## src/rtl/simple_bus_pkg.sv

```systemverilog
// Shared types and limits for the simple_bus valid/ready skid stage.
// Optional parity is enabled by defining SIMPLE_BUS_PARITY_EN.
package simple_bus_pkg;

  localparam int unsigned WIDTH_MAX = 1024;

  typedef logic [31:0] width_t;
  typedef logic [15:0] cnt_t;

  function automatic width_t to_width(input int unsigned w);
    return width_t'(w);
  endfunction

endpackage

```

## src/rtl/simple_bus_skid.sv

```systemverilog
// Two-entry main/skid register pair; s_ready_o comes straight from a flop,
// so there is no combinational path from m_ready_i back to upstream.
module simple_bus_skid #(
  parameter int unsigned DW = 8
) (
  input  logic          clk,
  input  logic          rst,
  input  logic          s_valid_i,
  output logic          s_ready_o,
  input  logic [DW-1:0] s_data_i,
  output logic          m_valid_o,
  input  logic          m_ready_i,
  output logic [DW-1:0] m_data_o
);

  logic          main_valid_q, main_valid_d;
  logic [DW-1:0] main_data_q, main_data_d;
  logic          skid_valid_q, skid_valid_d;
  logic [DW-1:0] skid_data_q, skid_data_d;
  logic          accept;
  logic          xfer;

  assign s_ready_o = !skid_valid_q;
  assign m_valid_o = main_valid_q;
  assign m_data_o  = main_data_q;

  assign accept = s_valid_i && !skid_valid_q;
  assign xfer   = main_valid_q && m_ready_i;

  always_comb begin
    main_valid_d = main_valid_q;
    main_data_d  = main_data_q;
    skid_valid_d = skid_valid_q;
    skid_data_d  = skid_data_q;
    if (xfer) begin
      // Skid refills main first; upstream is stalled while skid is full.
      if (skid_valid_q) begin
        main_data_d  = skid_data_q;
        skid_valid_d = 1'b0;
      end else if (accept) begin
        main_data_d = s_data_i;
      end else begin
        main_valid_d = 1'b0;
      end
    end else if (accept) begin
      if (main_valid_q) begin
        skid_valid_d = 1'b1;
        skid_data_d  = s_data_i;
      end else begin
        main_valid_d = 1'b1;
        main_data_d  = s_data_i;
      end
    end
  end

  always_ff @(posedge clk) begin
    if (rst) begin
      main_valid_q <= 1'b0;
      main_data_q  <= '0;
      skid_valid_q <= 1'b0;
      skid_data_q  <= '0;
    end else begin
      main_valid_q <= main_valid_d;
      main_data_q  <= main_data_d;
      skid_valid_q <= skid_valid_d;
      skid_data_q  <= skid_data_d;
    end
  end

endmodule

```

## src/rtl/simple_bus.sv

```systemverilog
// Registered valid/ready stage with transfer counter and width query.
// Define SIMPLE_BUS_PARITY_EN to carry even parity and flag bad beats.
module simple_bus
  import simple_bus_pkg::*;
#(
  parameter int unsigned WIDTH = 8
) (
  input  logic             clk,
  input  logic             rst,
  input  logic             s_valid,
  output logic             s_ready,
  input  logic [WIDTH-1:0] s_data,
`ifdef SIMPLE_BUS_PARITY_EN
  input  logic             s_par,
  output logic             m_par,
  output logic             par_err,
`endif
  output logic             m_valid,
  input  logic             m_ready,
  output logic [WIDTH-1:0] m_data,
  output width_t           width_o,
  output cnt_t             xfer_cnt
);

`ifdef SIMPLE_BUS_PARITY_EN
  localparam int unsigned DW = WIDTH + 1;
`else
  localparam int unsigned DW = WIDTH;
`endif

  logic [DW-1:0] s_word;
  logic [DW-1:0] m_word;
  logic          xfer;
  cnt_t          cnt_q, cnt_d;

  assign width_o = to_width(WIDTH);

`ifdef SIMPLE_BUS_PARITY_EN
  // Parity bit rides alongside the payload through both registers.
  assign s_word = {s_par, s_data};
  assign {m_par, m_data} = m_word;
`else
  assign s_word = s_data;
  assign m_data = m_word;
`endif

  simple_bus_skid #(
    .DW(DW)
  ) u_skid (
    .clk      (clk),
    .rst      (rst),
    .s_valid_i(s_valid),
    .s_ready_o(s_ready),
    .s_data_i (s_word),
    .m_valid_o(m_valid),
    .m_ready_i(m_ready),
    .m_data_o (m_word)
  );

  assign xfer = m_valid && m_ready;

  always_comb begin
    cnt_d = cnt_q;
    if (xfer) begin
      cnt_d = cnt_q + cnt_t'(1);
    end
  end

  always_ff @(posedge clk) begin
    if (rst) begin
      cnt_q <= '0;
    end else begin
      cnt_q <= cnt_d;
    end
  end

  assign xfer_cnt = cnt_q;

`ifdef SIMPLE_BUS_PARITY_EN
  logic par_err_q, par_err_d;
  logic accept;

  assign accept = s_valid && s_ready;

  always_comb begin
    par_err_d = par_err_q;
    if (accept && (s_par != ^s_data)) begin
      par_err_d = 1'b1;
    end
  end

  always_ff @(posedge clk) begin
    if (rst) begin
      par_err_q <= 1'b0;
    end else begin
      par_err_q <= par_err_d;
    end
  end

  assign par_err = par_err_q;
`endif

endmodule

```

## config.mk

```make
export PLATFORM = sky130hd
export DESIGN_NAME = simple_bus
export DESIGN_NICKNAME = d
export VERILOG_FILES = /design/src/rtl/simple_bus_pkg.sv /design/src/rtl/simple_bus_skid.sv /design/src/rtl/simple_bus.sv
export SDC_FILE = /design/constraint.sdc
export NUM_CORES = 1
export LEC_CHECK = 0
export BUFFER_PORTS_ARGS = -buffer_cell sky130_fd_sc_hd__buf_2
export CORE_MARGIN = 2
export CORE_UTILIZATION = 30
export CTS_CLUSTER_DIAMETER = 50
export DETAILED_ROUTE_END_ITERATION = 16
export GPL_ROUTABILITY_DRIVEN = 0
export PLACE_DENSITY = 0.58
export SLEW_MARGIN = 10
export SYNTH_ARGS = -nofsm -noshare
export SYNTH_HDL_FRONTEND = slang
export SYNTH_SLANG_ARGS = --single-unit
```

## constraint.sdc

```tcl
create_clock -name clk -period 2.55 [get_ports clk]
set_clock_uncertainty 0.05 [all_clocks]
set_input_delay 0 -clock clk [delete_from_list [all_inputs] [get_ports clk]]
set_output_delay 0 -clock clk [all_outputs]
set_load 0.1 [all_outputs]
```

==> metrics.md <==
| Metric | Value |
|---|---|
| Maximum number of pins on one net before global-route repair | 37 |
| Slew Limit Headroom | 0.570 |
| Min cycle time layout | 1.56 ns |
| Outcome | finished clean |
| Number of cell rows | 27 |
| Worst path bufs/invs | 0 |
| Total routing resource utilization after global routing | 0.111 |
| Count of state elements after synthesis | 34 |
| Post-CTS Setup Bufs | 0 |
| Post-detail-place hpwl | 2430 microns |
| Die Span X | 80.3 microns |
| Detailed-route vias per instance | 4.38 |
| Highest Clock Rate | between 600 and 700 MHz |
| Slowest stage cell on the critical path | sky130_fd_sc_hd__dfxtp_1 |
| Max clock buf depth | 2 |
| Share of synthesized flip-flops with an asynchronous set or reset | 0 |
| Peak supply drop | 406 uV |
| Die H | 80.3 microns |
| Vias | 1376 |
| DRC Markers | 0 |
| Part of the power in registers | 0.405 |
| Internal power summed over all cells | 820 uW |
| Power after layout | 1.40 mW |
| Hold crit path type | primary input to flop |
| First-iteration detailed-routing DRC count | 80 |
| H-tree levels | 2 |
| Antenna cells | 0 |
| Power Density | slightly below 700 nW/um^2 |
| Critical-path cell list | nand2_1, nor3_2, and3_1, mux2_2 |
| Yosys warning count | 0 |
| Clock Latency Late Sink | 0.28 ns |
| Drt total wl | 3390 microns |
| Fill cell total of the finished layout | between 500 and 600 |
| Startpoint of the worst-slack reg-to-reg timing path | xfer_cnt[0] |
| Synthesized area per cell | a little under 9 sq um |
| Die area | 6440 sq um |
| First-pass GRT wire length | 5490 microns |
| Share of total power in the clock network | 0.287 |
| Min Hold Slack | approximately 0.086 ns |
| Launch point of the worst path | xfer_cnt[0] |
| Number of port buffers | 37 |
| Ratio of cells with drive above 1 in the final layout | 0.211 |
| Worst hold path startpoint | m_ready |
| Sw power | 581 uW |
| Net count of the finished layout | between 200 and 300 |
| Routed wirelength normalized by instance count | between 10 and 15 microns |
| Number of ports placed on the die boundary | 70 |
| Final hold violations | 0 |
| Maximum net fanout on the critical path | 6 |
| Sequential share of the synthesized area | 0.390 |
| Antenna-violating nets left | 0 |
| Core Footprint | roughly 5600 sq um |
| Ranking of synthesized cells by instance count | sky130_fd_sc_hd__dfxtp_1 (34), sky130_fd_sc_hd__buf_4 (33), sky130_fd_sc_hd__nor2_1 (31) |
| TritonRoute pass-1 iters | 4 |
| Sink Count | 34 |
| Summed area of non-filler cells in the final layout | 2020 sq um |
| CTS Buf Count | 5 |
| Placed insts | 297 |
| Post-synth EDFFs | 0 |
| Fin cells | 314 |
| Type of the setup path with the least slack | flop to flop |
| Transition at the pin with the smallest max-transition slack | ~0.65 ns |
| Predominant post-synthesis flop cell | sky130_fd_sc_hd__dfxtp_1 |
| Leak Pwr | 0.881 nW |
| Clock slew at the register clock pins of the worst setup and hold paths | about 0.07 ns |
| Portion of synthesized cell area occupied by the leading cell type | 0.390 |
| Maximum capacitance violations | 0 |
| Fraction of power spent switching nets | 0.415 |
| Data required time at the worst endpoint | 2.67 ns |
| Summed instance area of the synthesized netlist | about 1700 sq um |
| Number of hold buffers added after CTS | 9 |
| Family with the most delay on the worst path | simple AND/OR/NAND/NOR gates |
| Top cells by area in the synthesized netlist | sky130_fd_sc_hd__dfxtp_1 (39%), sky130_fd_sc_hd__buf_4 (14%), sky130_fd_sc_hd__nor2_1 (6.7%) |
| Dominant cell by count in the synthesized netlist | sky130_fd_sc_hd__dfxtp_1 |
| Number of standard cells after synthesis | 199 |
| Placed standard-cell area | around 1800 sq um |
| Top cell type by total area after synthesis | sky130_fd_sc_hd__dfxtp_1 |
| CTS tree | yes |
| Number of distinct standard cells referenced by the synthesized netlist | 33 |
| Clock Root Buffer | sky130_fd_sc_hd__clkbuf_8 |
| Kind of capture point of the worst setup path | flop |
| Setup repair after global routing missed its margin | no |
| Number of global-route vias before repair | 1223 |
| Initial antenna violation count | 0 |
| Logic gate share of total power | 0.308 |
| Nature of the critical path startpoint | flop |
| Data arrival, critical path | approximately 1.7 ns |
| Post-synthesis to final-layout area growth | 15.8% |
| Slowest stage delay, CP | 0.45 ns |
| Initial core utilization | 0.313 |
| Total Neg Setup Slack | 0 ns |
| Total grt overflow | 0 |
| Max-slew violation count | 0 |
| Total of cells resized after clock tree synthesis | 0 |
| Tcrit/Tclk final | 0.612 |
| Finish-stage setup viols | 0 |
[cells by family after synthesis]
group                    synth area share
other                             0.00430
AND/OR/NAND/NOR                     0.234
adder cells (fa/ha/maj)           0.00717
buffers and inverters               0.173
multiplexers                       0.0645
XOR/XNOR                           0.0552
AO/OA/AOI/OAI                      0.0717
flip-flops                          0.390
[metal layers]
| metal | up-vias | GRT usage | routed length [microns] |
|---|---|---|---|
| met1 | 620 | 0.126 | 1480 |
| li1 | 692 | - | - |
| met4 | 0 | 0.0610 | 90 |
| met5 | - | 0 | 0 |
| met3 | 8 | 0.0337 | 222 |
| met2 | 56 | 0.183 | 1600 |
[final timing paths]
kind	end	slack (ns)	cells after the start
worst max-delay path	xfer_cnt[15]	0.99	4
worst min-delay path	u_skid.m_valid_o	0.09	4
worst max register to register	xfer_cnt[15]	0.99	4
worst min register to register	u_skid.skid_data_q[5]	0.45	2
[final cells by class]
cell class	instances	area, sq um	area share
clock inverters	1	5.00	0.00248
well taps	72	90.1	0.0446
inverters	2	7.51	0.00372
repair buffers	46	275	0.136
clock buffers	7	86.3	0.0427
flip-flops and latches	34	681	0.337
multi-input cells	152	876	0.433
[power groups by stage]
stage / Clock [mW] / Combinational (mW) / Sequential, mW
final: 0.402 / 0.432 / 0.567
after CTS: 0.413 / 0.433 / 0.568
after detailed placement: 0 / 0.422 / 0.580
after global routing: 0.440 / 0.449 / 0.571
after global placement: 0 / 0.422 / 0.579
after floorplan: 0 / 0.311 / 0.693
[worst min-delay path, cell delays in order]
cell and delay (ns):
sky130_fd_sc_hd__buf_2 0.14, sky130_fd_sc_hd__inv_1 0.05, sky130_fd_sc_hd__o21ai_0 0.06, sky130_fd_sc_hd__a21oi_1 0.13
[state kept, by name, summed over array words and instances, names as in the netlist]
register / count
u_skid.m_data_o: 8
u_skid.m_valid_o: 1
u_skid.skid_data_q: 8
u_skid.skid_valid_q: 1
xfer_cnt: 16
[metrics by stage]
| stage | setup slack [ns] | util |
|---|---|---|
| after floorplan | 0.311 | - |
| after global placement | 0.974 | 0.330 |
| after detailed placement | 0.989 | 0.330 |
| after CTS | 0.974 | 0.363 |
| after global routing | 0.830 | 0.363 |
| final | 0.989 | 0.363 |
[cells in the final DEF, fill, tap and decap left out, types with 2 or more instances in the layout]
| cell | netlist | routed |
|---|---|---|
| sky130_fd_sc_hd__buf_2 | 1 | 37 |
| sky130_fd_sc_hd__dfxtp_1 | 34 | 34 |
| sky130_fd_sc_hd__conb_1 | 2 | 32 |
| sky130_fd_sc_hd__nor2_1 | 31 | 31 |
| sky130_fd_sc_hd__nand2_1 | 17 | 17 |
| sky130_fd_sc_hd__nand3_1 | 9 | 9 |
| sky130_fd_sc_hd__mux2i_1 | 9 | 9 |
| sky130_fd_sc_hd__dlygate4sd3_1 | 0 | 9 |
| sky130_fd_sc_hd__a311oi_1 | 8 | 8 |
| sky130_fd_sc_hd__nand4_1 | 7 | 7 |
| sky130_fd_sc_hd__xor2_1 | 7 | 7 |
| sky130_fd_sc_hd__clkbuf_8 | 0 | 6 |
| sky130_fd_sc_hd__xnor2_1 | 4 | 4 |
| sky130_fd_sc_hd__and3_1 | 4 | 4 |
| sky130_fd_sc_hd__o21ai_0 | 3 | 3 |
| sky130_fd_sc_hd__a21oi_1 | 3 | 3 |
| sky130_fd_sc_hd__inv_1 | 2 | 2 |
| sky130_fd_sc_hd__and4_1 | 2 | 2 |
| sky130_fd_sc_hd__or3_1 | 2 | 2 |
| sky130_fd_sc_hd__nor2b_1 | 2 | 2 |
| sky130_fd_sc_hd__mux2_2 | 2 | 2 |
(Power assumes the default switching activity.)
